==> config.mk <==
export PLATFORM = sky130hd
export DESIGN_NAME = l2_req_credit_arb
export DESIGN_NICKNAME = d
export VERILOG_FILES = /design/src/rtl/l2_req_credit_arb.sv
export SDC_FILE = /design/constraint.sdc
export NUM_CORES = 1
export LEC_CHECK = 0
export ABC_AREA = 1
export CORE_AREA = 2 2 158 160
export DETAILED_ROUTE_END_ITERATION = 6
export DIE_AREA = 0 0 160 162
export HOLD_SLACK_MARGIN = 0.12
export PLACE_DENSITY = 0.71
export SYNTH_ARGS = -nofsm -noshare
export SYNTH_HDL_FRONTEND = slang
export SYNTH_SLANG_ARGS = --single-unit
==> constraint.sdc <==
create_clock -name clk -period 17.4 [get_ports clk]
set_clock_uncertainty 0.2 [all_clocks]
set_input_delay 4.35 -clock clk [delete_from_list [all_inputs] [get_ports clk]]
set_output_delay 4.35 -clock clk [all_outputs]
set_load 0.05 [all_outputs]
==> src/rtl/l2_req_credit_arb.sv <==
// Round-robin host request scheduler with global and per-channel outstanding credit limits.
// Optional credit-stall cycle counter is built when L2_REQ_STALL_CNT_EN is defined.

module l2_req_chan_cnt #(
    parameter int cnt_width    = 6,
    parameter int chan_max_out = 16
) (
    input  logic clk,
    input  logic reset,
    input  logic inc,
    input  logic dec,
    output logic has_credit,
    output logic udf
);
    localparam logic [cnt_width-1:0] lim = cnt_width'(chan_max_out);

    logic [cnt_width-1:0] cnt;
    logic                 dec_ok;

    assign has_credit = cnt < lim;
    assign udf        = dec && (cnt == '0);
    assign dec_ok     = dec && (cnt != '0);

    // Grant and response on the same edge cancel; an underflowing return saturates at 0.
    always_ff @(posedge clk or posedge reset) begin
        if (reset)
            cnt <= '0;
        else if (inc && !dec_ok)
            cnt <= cnt + 1'b1;
        else if (!inc && dec_ok)
            cnt <= cnt - 1'b1;
    end
endmodule

module l2_req_credit_arb #(
    parameter int addr_width      = 64,
    parameter int nstrms          = 64,
    parameter int l2_nstrms       = 16,
    parameter int l2_nstrms_width = $clog2(l2_nstrms),
    parameter int nstrms_width    = $clog2(nstrms),
    parameter int channels        = nstrms / l2_nstrms,
    parameter int max_out         = 32,
    parameter int chan_max_out    = 16,
    parameter int cnt_width       = $clog2(max_out + 1)
) (
    input  logic                                 clk,
    input  logic                                 reset,
    input  logic [channels-1:0]                  i_req_v,
    output logic [channels-1:0]                  i_req_r,
    input  logic [channels*addr_width-1:0]       i_req_ea,
    input  logic [channels*l2_nstrms_width-1:0]  i_req_sid,
    output logic                                 o_req_v,
    input  logic                                 o_req_r,
    output logic [nstrms_width-1:0]              o_req_sid,
    output logic [addr_width-1:0]                o_req_ea,
    input  logic                                 i_rsp_v,
    output logic                                 i_rsp_r,
    input  logic [nstrms_width-1:0]              i_rsp_sid,
    output logic                                 o_rsp_v,
    input  logic                                 o_rsp_r,
    output logic [nstrms_width-1:0]              o_rsp_sid,
    output logic [cnt_width-1:0]                 o_credits,
    output logic                                 o_err,
    output logic [31:0]                          o_stall_cnt
);
    localparam int                   ch_width = $clog2(channels);
    localparam logic [cnt_width-1:0] gmax     = cnt_width'(max_out);

    logic [channels-1:0][addr_width-1:0]      req_ea;
    logic [channels-1:0][l2_nstrms_width-1:0] req_sid;
    logic [channels-1:0]                      chan_credit, elig, rsp_dec, udf_chan, grant_vec;
    logic [cnt_width-1:0]                     gcnt;
    logic [ch_width-1:0]                      rr_ptr, gidx, idx, rsp_ch;
    logic                                     found, slot_free, grant, rsp_fire, g_dec_ok, g_udf;

    assign req_ea  = i_req_ea;
    assign req_sid = i_req_sid;

    // Response path is a pure pass-through; credit return rides on its handshake.
    assign i_rsp_r   = o_rsp_r;
    assign o_rsp_v   = i_rsp_v;
    assign o_rsp_sid = i_rsp_sid;
    assign rsp_fire  = i_rsp_v && o_rsp_r;
    assign rsp_ch    = i_rsp_sid[nstrms_width-1:l2_nstrms_width];

    assign slot_free = !o_req_v || o_req_r;
    assign g_udf     = rsp_fire && (gcnt == '0);
    assign g_dec_ok  = rsp_fire && (gcnt != '0);
    assign o_credits = gmax - gcnt;

    always_comb begin
        found = 1'b0;
        gidx  = '0;
        idx   = '0;
        for (int i = 0; i < channels; i++) begin
            idx = rr_ptr + ch_width'(i);
            if (!found && elig[idx]) begin
                found = 1'b1;
                gidx  = idx;
            end
        end
    end

    // Reset gating keeps ready low while reset is held.
    assign grant   = slot_free && found && !reset;
    assign i_req_r = grant_vec;

    for (genvar c = 0; c < channels; c++) begin : g_chan
        assign grant_vec[c] = grant && (gidx == ch_width'(c));
        assign rsp_dec[c]   = rsp_fire && (rsp_ch == ch_width'(c));
        assign elig[c]      = i_req_v[c] && chan_credit[c] && (gcnt < gmax);

        l2_req_chan_cnt #(
            .cnt_width    (cnt_width),
            .chan_max_out (chan_max_out)
        ) u_cnt (
            .clk        (clk),
            .reset      (reset),
            .inc        (grant_vec[c]),
            .dec        (rsp_dec[c]),
            .has_credit (chan_credit[c]),
            .udf        (udf_chan[c])
        );
    end

    always_ff @(posedge clk or posedge reset) begin
        if (reset)
            gcnt <= '0;
        else if (grant && !g_dec_ok)
            gcnt <= gcnt + 1'b1;
        else if (!grant && g_dec_ok)
            gcnt <= gcnt - 1'b1;
    end

    always_ff @(posedge clk or posedge reset) begin
        if (reset)
            o_err <= 1'b0;
        else if (g_udf || |udf_chan)
            o_err <= 1'b1;
    end

    // Credits are charged at grant, so a request parked here is already outstanding.
    always_ff @(posedge clk or posedge reset) begin
        if (reset) begin
            o_req_v   <= 1'b0;
            o_req_sid <= '0;
            o_req_ea  <= '0;
            rr_ptr    <= '0;
        end else if (grant) begin
            o_req_v   <= 1'b1;
            o_req_sid <= {gidx, req_sid[gidx]};
            o_req_ea  <= req_ea[gidx];
            rr_ptr    <= gidx + 1'b1;
        end else if (slot_free) begin
            o_req_v   <= 1'b0;
        end
    end

`ifdef L2_REQ_STALL_CNT_EN
    always_ff @(posedge clk or posedge reset) begin
        if (reset)
            o_stall_cnt <= '0;
        else if (slot_free && |i_req_v && !(|elig))
            o_stall_cnt <= o_stall_cnt + 32'd1;
    end
`else
    assign o_stall_cnt = '0;
`endif
endmodule
==> flow_metrics.env <==
export IMPL_drt_pass1_iterations=7
export IMPL_syn_to_final_growth_pct=44.16
export IMPL_synth_area_leader_cell="nand2_1"
export IMPL_synth_edf_count=0
export IMPL_cts_root_buf="clkbuf_16"
export IMPL_drt_wl_total_um=30030
export IMPL_grt_start_max_net_pins=88
export IMPL_drt_initial_drc_count=744
export IMPL_dieArea_um2=25920
export IMPL_drive_gt1_share_pct=3.289
export IMPL_powerDensity_nw_per_um2=241.9
export IMPL_vdd_drop_max_v=0.0002554
export IMPL_wl_per_cell_um=15.04
export IMPL_yosysSeqAreaShare_pct=30.50
export IMPL_start_util_pct=35.40
export IMPL_status="finished, final reports clean"
export IMPL_timing_fmax_mhz=77.44
export IMPL_critPathKind="input pin to output pin"
export IMPL_pwr_share_comb_pct=78.2
export IMPL_hold_depth=1
export IMPL_hold_buffers=0
export IMPL_die_h_um=162
export IMPL_io_buffers=368
export IMPL_yosysMostFrequentCell="nand2_1"
export IMPL_yosys_cell_types_count=35
export IMPL_path_clk_slew_ns=0.07
export IMPL_ant_nets=0
export IMPL_antenna_found_initial=0
export IMPL_setup_viol=0
export IMPL_ys_seq_elements=104
export IMPL_worstPathRequired_ns=12.85
export IMPL_drc_errors=0
export IMPL_slew_violations=0
export IMPL_p_sw_share_pct=59.44
export IMPL_numCtsBuffers=9
export IMPL_rows=57
export IMPL_path_cells="clkdlybuf4s50_1 > inv_1 > nor2_1 > nand3_1 > nand3_1 > nand2_2 > nor2_2 > nand2_1 > nand2_1 > nor2_1 > nand2_2 > buf_4 > inv_2 > buf_4 > nor3_1 > clkdlybuf4s50_1"
export IMPL_synth_area_per_cell_um2=6.224
export IMPL_crit_path_max_fanout=71
export IMPL_grt_pass1_wl_um=46890
export IMPL_cts_resized=0
export IMPL_clock_sinks=104
export IMPL_cp_arrival_ns=8.36
export IMPL_vias=9401
export IMPL_grt_setup_unrepaired="false"
export IMPL_nNetsFinal=1987
export IMPL_p_int_mw=1.207
export IMPL_cts_tree="done"
export IMPL_power_mw=2.976
export IMPL_synthesis_area_um2=8533
export IMPL_fin_crit_ns=12.91
export IMPL_async_reset_ff_share_pct=100.0
export IMPL_vias_per_cell=4.710
export IMPL_seq_area_um2=2603
export IMPL_diodes=0
export IMPL_place_congestion=0.8901
export IMPL_reg2reg_depth=27
export IMPL_fin_crit_sh_pct=74.21
export IMPL_fill_cells=2454
export IMPL_relSlewSlack_pct=40.13
export IMPL_finalSetupTns_ns=0
export IMPL_worst_pin_slew_ns=0.8980
export IMPL_grt_pass1_vias=8885
export IMPL_ys_warn_count=0
export IMPL_syn_inst=1371
export IMPL_pin_count=409
export IMPL_clk_latency_ns=0.35
export IMPL_core_area_um2=24110
export IMPL_multiInputGateArea_um2=5047
export IMPL_switchingPower_mw=1.769
export IMPL_max_stage_delay_ns=0.89
export IMPL_synth_area_top_cells="nand2_1, dfrtp_1, nand3_1, buf_4, ha_1"
export IMPL_synthFlopType="dfrtp_1"
export IMPL_cp_start_kind="input pin"
export IMPL_clockPowerShare_pct=6.7
export IMPL_die_w_um=160
export IMPL_post_cts_setup_buffers=0
export IMPL_cts_buffer_depth=2
export IMPL_yosys_area_top_type_share_pct=33.96
export IMPL_grt_overflow_total=0
export IMPL_hold_violations=0
export IMPL_synthTopCellsByCount="nand2_1, nand3_1, dfrtp_1"
export IMPL_p_seq_share_pct=15.1
export IMPL_maxCapViolCount=0
export IMPL_critPathCaptureType="output pin"
export IMPL_dp_hpwl_um=22610
export IMPL_crit_slowest_cell="clkdlybuf4s50_1"
export IMPL_leakagePower_nw=6.377
export IMPL_cts_max_level=3
export IMPL_grtUsageTotal_pct=22.38
export IMPL_min_path_type="register to register"
## per-stage QoR
stage                     cells  hold WS [ns]  utilization, %  instance area, µm²  setup WS [ns]
after floorplan            1402        0.2423               -                8650          5.056
after global placement     1981        0.2587           49.84               12020          4.535
after detailed placement   1981        0.2607           49.84               12020          4.490
after CTS                  1996        0.2722           51.03               12300          4.489
after global routing       1996        0.2935           51.03               12300          4.166
final                      1996        0.2722           51.03               12300          4.487
## routing by layer
layer	GRT usage [%]	routed length [µm]	part of all wire, %	vias up
met2	38.65	14830	49	300
met3	5.260	1946	6.5	46
li1	-	-	-	4789
met5	0	0	0	-
met1	27.59	12360	41	4266
met4	7.494	885	2.9	0
## flip-flops by register name, summed over array words and instances, names as in the netlist
register	flops
o_req_v	1
g_chan.u_cnt.cnt	24
gcnt	6
o_err	1
o_req_ea	64
rr_ptr	2
o_req_sid	6
## placed cells by master, fill, tap and decap left out, drive strengths merged, types with 11 or more instances in the layout
| cell type | Yosys | routed |
|---|---|---|
| a21oi | 11 | 11 |
| conb | 1 | 32 |
| nand2 | 775 | 775 |
| nor2 | 41 | 41 |
| dfrtp | 104 | 104 |
| clkbuf | 2 | 11 |
| clkdlybuf4s50 | 0 | 368 |
| inv | 56 | 57 |
| nand3 | 160 | 160 |
| o21ai | 12 | 12 |
| ha | 27 | 27 |
## critical path: cells and delay by family
family	cells	cell delay, ns
and+or+nand+nor	10	1.12
buffers and inverters	6	2.86
## path summary, 6_finish.rpt
path	endpoint	from	slack (ns)
worst min-delay path	g_chan[3].u_cnt.cnt[5]	g_chan[3].u_cnt.cnt[5]	0.27
max in group asynchronous	o_req_ea[3]	reset	11.53
worst max-delay path	i_req_r[3]	i_req_v[2]	4.49
min in group asynchronous	o_req_v	reset	4.18
worst min register to register	g_chan[3].u_cnt.cnt[5]	g_chan[3].u_cnt.cnt[5]	0.27
worst max register to register	g_chan[3].u_cnt.cnt[5]	rr_ptr[0]	12.03
## cells by family after synthesis
kind of cell	Yosys count	share of synthesized area, %
buffers and inverters	178	12.04
AOI/OAI and AO/OA	41	2.801
other	1	0.04395
and+or+nand+nor	998	47.57
DFF	104	30.50
adders and majority gates	32	5.132
xor gates and xnor gates	17	1.921
## power groups by stage
stage                     clock network (mW)  logic (mW)  registers [mW]
final                                  0.200        2.33           0.448
after global routing                   0.222        2.59           0.465
after CTS                              0.210        2.35           0.448
after detailed placement                   0        2.34           0.451
after global placement                     0        2.31           0.448
after floorplan                            0        1.56           0.688
## final cells by class
class	instances	area share, %
inverter	57	1.760
multi-input combinational	1120	41.03
clock buffer	11	1.892
clock inverter	4	0.4373
tap	324	3.295
sequential	104	21.16
timing repair buffer	376	30.43
Note: power is estimated with default switching activity, not from simulation.
==> variant 1 (same settings) <==
Add a define of `L2_REQ_STALL_CNT_EN`.
--- a/src/rtl/l2_req_credit_arb.sv
+++ b/src/rtl/l2_req_credit_arb.sv
@@ -1,5 +1,7 @@
 // Round-robin host request scheduler with global and per-channel outstanding credit limits.
 // Optional credit-stall cycle counter is built when L2_REQ_STALL_CNT_EN is defined.
+
+`define L2_REQ_STALL_CNT_EN
 
 module l2_req_chan_cnt #(
     parameter int cnt_width    = 6,
Check against the original RTL: no difference found for any inputs over 4 cycles, from zero or initial values and one cycle with reset high; that may be too few to reach the edited logic, so the function may still have changed.
==> variant 1 against the original RTL <==
Worst setup slack improved by 88 ps. Utilization is 9.4 points higher. Count of clock-buffer cells in the layout grew 7. Wire length grew 30%. Sequential share of layout area up 2.2 points. Cell count rose by 11%. Clock power is 97% higher. Power grew 3.2%. Via count rose by 18%. Synthesized area increased by 18%. Non-clock buffer count increased by 32. Sequential cell count increased by 32. Final area grew 19%.
==> variant 1: results (changes against the original RTL) <==
Adder-Cell Fraction of Synth Area - 4.492% (was 5.132%)
Largest net degree at the start of global routing - 85 (was 88)
Routed vias - 11,096 (was 9,401)
Slowest cell on crit path - nand2_4 (was clkdlybuf4s50_1)
Number of post-CTS setup repair buffers - 0 (unchanged)
Reg2Reg Depth - 23 (was 27)
Register area share after synthesis - 33.94% (was 30.50%)
Tightest Pin Transition - 1141 ps (was 898.0 ps)
Share of layout cells above drive strength 1 - 4.246% (was 3.289%)
Min-delay worst type - flop to flop (unchanged)
Routed WL per cell - 17.60 um (was 15.04 um)
Async S/R FF share, synth - 100.0% (unchanged)
R2R setup slack - 12,050 ps (was 12,030 ps)
Max VDD drop - 186.8 uV (was 255.4 uV)
Status - complete, no violations (unchanged)
Worst reg2reg path endpoint - g_chan[2].u_cnt.cnt[5] (was g_chan[3].u_cnt.cnt[5])
Top cells by area, synth - dfrtp_1 34%, nand2_1 30%, nand3_1 8.0%, ha_1 3.5%, inv_1 2.6% (was nand2_1 34%, dfrtp_1 30%, nand3_1 8.8%, buf_4 4.4%, ha_1 4.0%)
Port bufs - 400 (was 368)
Tot GR Track Use - 30.10% (was 22.38%)
Worst setup path end - i_req_r[0] (was i_req_r[3])
Reg clk slew, reported paths - 60 ps
Final GP Congestion - 0.9283 (was 0.8901)
Post-Synth XOR/XNOR Area - 4.080% (was 1.921%)
Static leakage - 7.257 nW (was 6.377 nW)
Top Registers - o_req_ea x64, o_stall_cnt x32, g_chan.u_cnt.cnt x24 (was o_req_ea x64, g_chan.u_cnt.cnt x24)
Clock Tree Buf Depth - 2 (unchanged)
Final net count - 2,192 (was 1,987)
CTS H-tree depth - 4 (was 3)
Synth Area in Compound Gates - 3.294% (was 2.801%)
Filler Cells Inserted - 2,301 (was 2,454)
Worst R2R Start - g_chan[2].u_cnt.cnt[4] (was rr_ptr[0])
Highest Signal Layer - met5 (was met4)
DP HPWL - 29,090 um (was 22,610 um)
Post-synth top cells - 812 x nand2_1, 160 x nand3_1, 136 x dfrtp_1 (was 772 x nand2_1, 150 x nand3_1, 104 x dfrtp_1)
YS warnings - 0 (unchanged)
Clk_lat worst skew - 430 ps (was 350 ps)
Netlist cell types - 39 (was 35)
Num CTS Buffers - 17 (was 9)
Post-CTS sizing - 0 (unchanged)
Initial antenna violation count - 6 (was 0)
Root Driver - clkbuf_16 (unchanged)
Pre-antenna DRT Iters - 6 (was 7)
Met3 routed WL - 3467 um (was 1946 um)
Metal-1 WL - 16,370 um (was 12,360 um)
Proportion of synthesized area in mux cells - 0.2246% (was 0%)
Detailed Route Iter0 Violations - 866 (was 744)
CP Max Fanout - 69 (was 71)
Max incr delay on CP - 860 ps (was 890 ps)
WP data arrival - 8280 ps (was 8360 ps)
Hold Crit Start - g_chan[1].u_cnt.cnt[5] (was g_chan[3].u_cnt.cnt[5])
Mapped Nets - 1,857
Global-route wire length before repair - 60,850 um (was 46,890 um)
Setup crit start - i_req_v[2] (unchanged)
Detailed route wirelength on metal2 - 17,900 um (was 14,830 um)
variant 1: cell count changes in the layout (fill, tap and decap cells not counted), moves of 7 or more:
cell             unedited run  this run
clkbuf_16                   9        17
clkdlybuf4s50_1           368       400
conb_1                     32         0
dfrtp_1                   104       136
inv_1                      52        68
nand2_1                   770       811
nand3_1                   150       160
nand4_1                     7        19
nor2_1                     38        52
nor3_1                      4        13
nor4_1                      1         8
o21ai_0                    12        24
xnor2_1                     6        18
xor2_1                      9        25
variant 1: cell type report:
class / instances / area share [%]
inverters: 76 / 1.991
clock inverters: 13 / 1.339
diodes: 5 / 0.08582
clock buffers: 18 / 2.944
flip-flops and latches: 136 / 23.34
well taps: 324 / 2.781
multi-input cells: 1233 / 39.64
repair buffers: 408 / 27.88
variant 1: critical path, delay by kind of cell:
kind	cells	cell delay, ps
buffers and inverters	5	1510
and+or+nand+nor	9	2380
variant 1: cells by family after synthesis:
| family | Yosys count |
|---|---|
| fa+ha+maj | 33 |
| flops | 136 |
| buf+inv | 168 |
| mux | 2 |
| xor+xnor | 45 |
| compound gates | 58 |
| simple gates | 1095 |
variant 1: how the worst min path moves through the flow:
stage | end | slack, ps | cells after the start
final | g_chan[1].u_cnt.cnt[5] | 280 | 1
after global routing | g_chan[0].u_cnt.cnt[5] | 290 | 1
after CTS | g_chan[2].u_cnt.cnt[5] | 280 | 1
after detailed placement | g_chan[2].u_cnt.cnt[5] | 260 | 1
after global placement | g_chan[3].u_cnt.cnt[5] | 260 | 1
after floorplan | g_chan[0].u_cnt.cnt[5] | 240 | 1
variant 1: layer usage:
layer | up-vias | track usage [%]
li1 | 5512 | -
met1 | 5061 | 38.90
met2 | 455 | 48.60
met3 | 66 | 8.044
met4 | 2 | 11.22
met5 | - | 0
variant 1: report_power, final:
group	internal [mW]	switching [mW]	total [mW]	leakage (nW)
Sequential	0.442	0.113	0.556	1.73
Clock	0.241	0.152	0.393	0.294
Combinational	0.664	1.46	2.12	5.23
variant 1: per-stage QoR:
stage	utilization, %	cell area [sq um]	setup WS, ps	cells	hold WS (ps)
after floorplan	-	10030	7016	1537	242.6
after global placement	57.84	13940	4650	2177	255.0
after detailed placement	57.84	13940	4590	2177	258.2
after CTS	60.43	14570	4557	2208	277.0
after global routing	60.48	14580	4300	2213	289.0
final	60.48	14580	4575	2213	275.1
==> variant 2 (same settings) <==
Made on the original files. Put one more register stage on the output `o_err`, with the module's reset. The value now appears one clock later. The other outputs are not delayed to match.
--- a/src/rtl/l2_req_credit_arb.sv
+++ b/src/rtl/l2_req_credit_arb.sv
@@ -65,6 +65,8 @@
 );
     localparam int                   ch_width = $clog2(channels);
     localparam logic [cnt_width-1:0] gmax     = cnt_width'(max_out);
+
+    logic o_err_s0;
 
     logic [channels-1:0][addr_width-1:0]      req_ea;
     logic [channels-1:0][l2_nstrms_width-1:0] req_sid;
@@ -134,9 +136,9 @@
 
     always_ff @(posedge clk or posedge reset) begin
         if (reset)
-            o_err <= 1'b0;
+            o_err_s0 <= 1'b0;
         else if (g_udf || |udf_chan)
-            o_err <= 1'b1;
+            o_err_s0 <= 1'b1;
     end
 
     // Credits are charged at grant, so a request parked here is already outstanding.
@@ -166,4 +168,12 @@
 `else
     assign o_stall_cnt = '0;
 `endif
+    always_ff @(posedge clk or posedge reset) begin
+        if (reset) begin
+            o_err <= '0;
+        end else begin
+            o_err <= o_err_s0;
+        end
+    end
+
 endmodule
Behaviour: not the same (Yosys sat finds a counterexample within 4 cycles, from zero or initial values and one cycle with reset high).
==> variant 2 against the original RTL <==
Wire length increased by 3.0%. Power increased by 0.73%. Final area increased by 0.17%. Sequential cell count increased by 1. Via count increased by 0.74%. Sequential power increased by 2%. Worst setup slack improved by 260 ps. Synthesized area decreased by 0.28%.
==> variant 2: results (changes against the original RTL) <==
CP Max Fanout - 69 (was 71)
CTS H-tree depth - 3 (unchanged)
Pre-antenna DRT Iters - 5 (was 7)
Number of post-CTS setup repair buffers - 0 (unchanged)
Final GP Congestion - 0.9109 (was 0.8901)
YS warnings - 0 (unchanged)
Register area share after synthesis - 30.88% (was 30.50%)
Detailed route wirelength on metal2 - 14,890 um (was 14,830 um)
R2R setup slack - 12,310 ps (was 12,030 ps)
Async S/R FF share, synth - 100.0% (unchanged)
Clock Tree Buf Depth - 2 (unchanged)
Share of layout cells above drive strength 1 - 2.748% (was 3.289%)
Post-DP Area - 0.01199 sq mm (was 0.01202 sq mm)
Rel. slew slack - 43.61% (was 40.13%)
Filler Cells Inserted - 2,482 (was 2,454)
Top Registers - o_req_ea x64, g_chan.u_cnt.cnt x24 (unchanged)
Global-route wire length before repair - 48,200 um (was 46,890 um)
DP HPWL - 22,710 um (was 22,610 um)
Max incr delay on CP - 880 ps
Internal Power - 1.230 mW (was 1.207 mW)
Port bufs - 368 (unchanged)
Min-delay worst type - flop to flop (unchanged)
Final net count - 1,989 (was 1,987)
Initial antenna violation count - 0 (unchanged)
P_clk - 0.234 mW (was 0.200 mW)
Vias in the first global route - 8,869 (was 8,885)
Gate power share - 76.9% (was 78.2%)
Num CTS Buffers - 9 (unchanged)
Largest net degree at the start of global routing - 77 (was 88)
Met3 routed WL - 1910 um (was 1946 um)
Routed WL per cell - 15.48 um (was 15.04 um)
Max VDD drop - 202.7 uV (was 255.4 uV)
Status - complete, no violations (unchanged)
Clk_lat worst skew - 350 ps (about the same)
Top cells by area, synth - nand2_1 34%, dfrtp_1 31%, nand3_1 9.3%, buf_4 4.7%, ha_1 4.0% (was nand2_1 34%, dfrtp_1 30%, nand3_1 8.8%, buf_4 4.4%, ha_1 4.0%)
Antenna cell count - 0 (unchanged)
Critical path's top delay family - simple AND/OR/NAND/NOR gates (was buffers and inverters)
Top_reg_cell synth - dfrtp_1 (unchanged)
Static leakage - 6.376 nW (was 6.377 nW)
Routed vias - 9,471 (was 9,401)
Detailed Route Iter0 Violations - 919 (was 744)
Root Driver - clkbuf_16 (unchanged)
Tot GR Track Use - 23.13% (was 22.38%)
WP data arrival - 8100 ps (was 8360 ps)
Min Hold Slack - 188.9 ps (was 272.2 ps)
Metal-1 WL - 13,200 um (was 12,360 um)
Share of power burned in registers - 15.3% (was 15.1%)
Post-synth top cells - 773 x nand2_1, 158 x nand3_1, 105 x dfrtp_1 (was 772 x nand2_1, 150 x nand3_1, 104 x dfrtp_1)
Highest Signal Layer - met4 (unchanged)
Count leader, synth - nand2_1 (unchanged)
Netlist cell types - 34 (was 35)
[variant 2: cell count changes in the layout (fill, tap and decap cells not counted), sizes merged, moves of 2 or more]
cell / change
nand3: -2
nor4: +2
bufinv: +2
inv: -5
nor2: +2
o21ai: +2
nand2: +2
[variant 2: area by class of cell]
cell class              count  share of cell area, %
multi-input cells        1125                  40.66
repair buffers            376                  30.38
flip-flops and latches    105                  21.32
well taps                 324                  3.290
clock buffers              10                  1.858
inverters                  53                  1.635
clock inverters             5                 0.8529
[variant 2: logic make-up (layout without fill, tap and decap cells)]
family	count (synthesis)	after routing	share of synthesized area, %
AOI/OAI and AO/OA	41	41	2.735
xor gates and xnor gates	17	17	1.926
adders and majority gates	32	32	5.146
buffers and inverters	175	444	11.90
DFF	105	105	30.88
other	1	32	0.04407
and+or+nand+nor	1003	1003	47.38
[variant 2: through the flow]
| stage | setup slack [ps] | instances | util [%] |
|---|---|---|---|
| detailed placement | 4767 | 1983 | 49.74 |
| CTS | 4737 | 1998 | 51.12 |
| global route | 4393 | 1998 | 51.12 |
| finish | 4745 | 1998 | 51.12 |
| floorplan | 5176 | 1405 | - |
| global placement | 4799 | 1983 | 49.74 |
[variant 2: final timing paths]
check                           startpoint                endpoint  cells after the start
worst max-delay path            i_req_v[2]              i_req_r[1]                     12
worst min-delay path              o_err_s0                   o_err                      0
worst max register to register   rr_ptr[0]  g_chan[1].u_cnt.cnt[5]                     21
worst min register to register    o_err_s0                   o_err                      0
max in group asynchronous            reset            o_req_ea[23]                      3
min in group asynchronous            reset                 gcnt[2]                      2
[variant 2: per-layer routing]
metal	vias to the layer above	track usage (%)
met5	-	0
met2	334	39.14
met4	0	7.371
met3	53	5.005
met1	4297	29.57
li1	4787	-
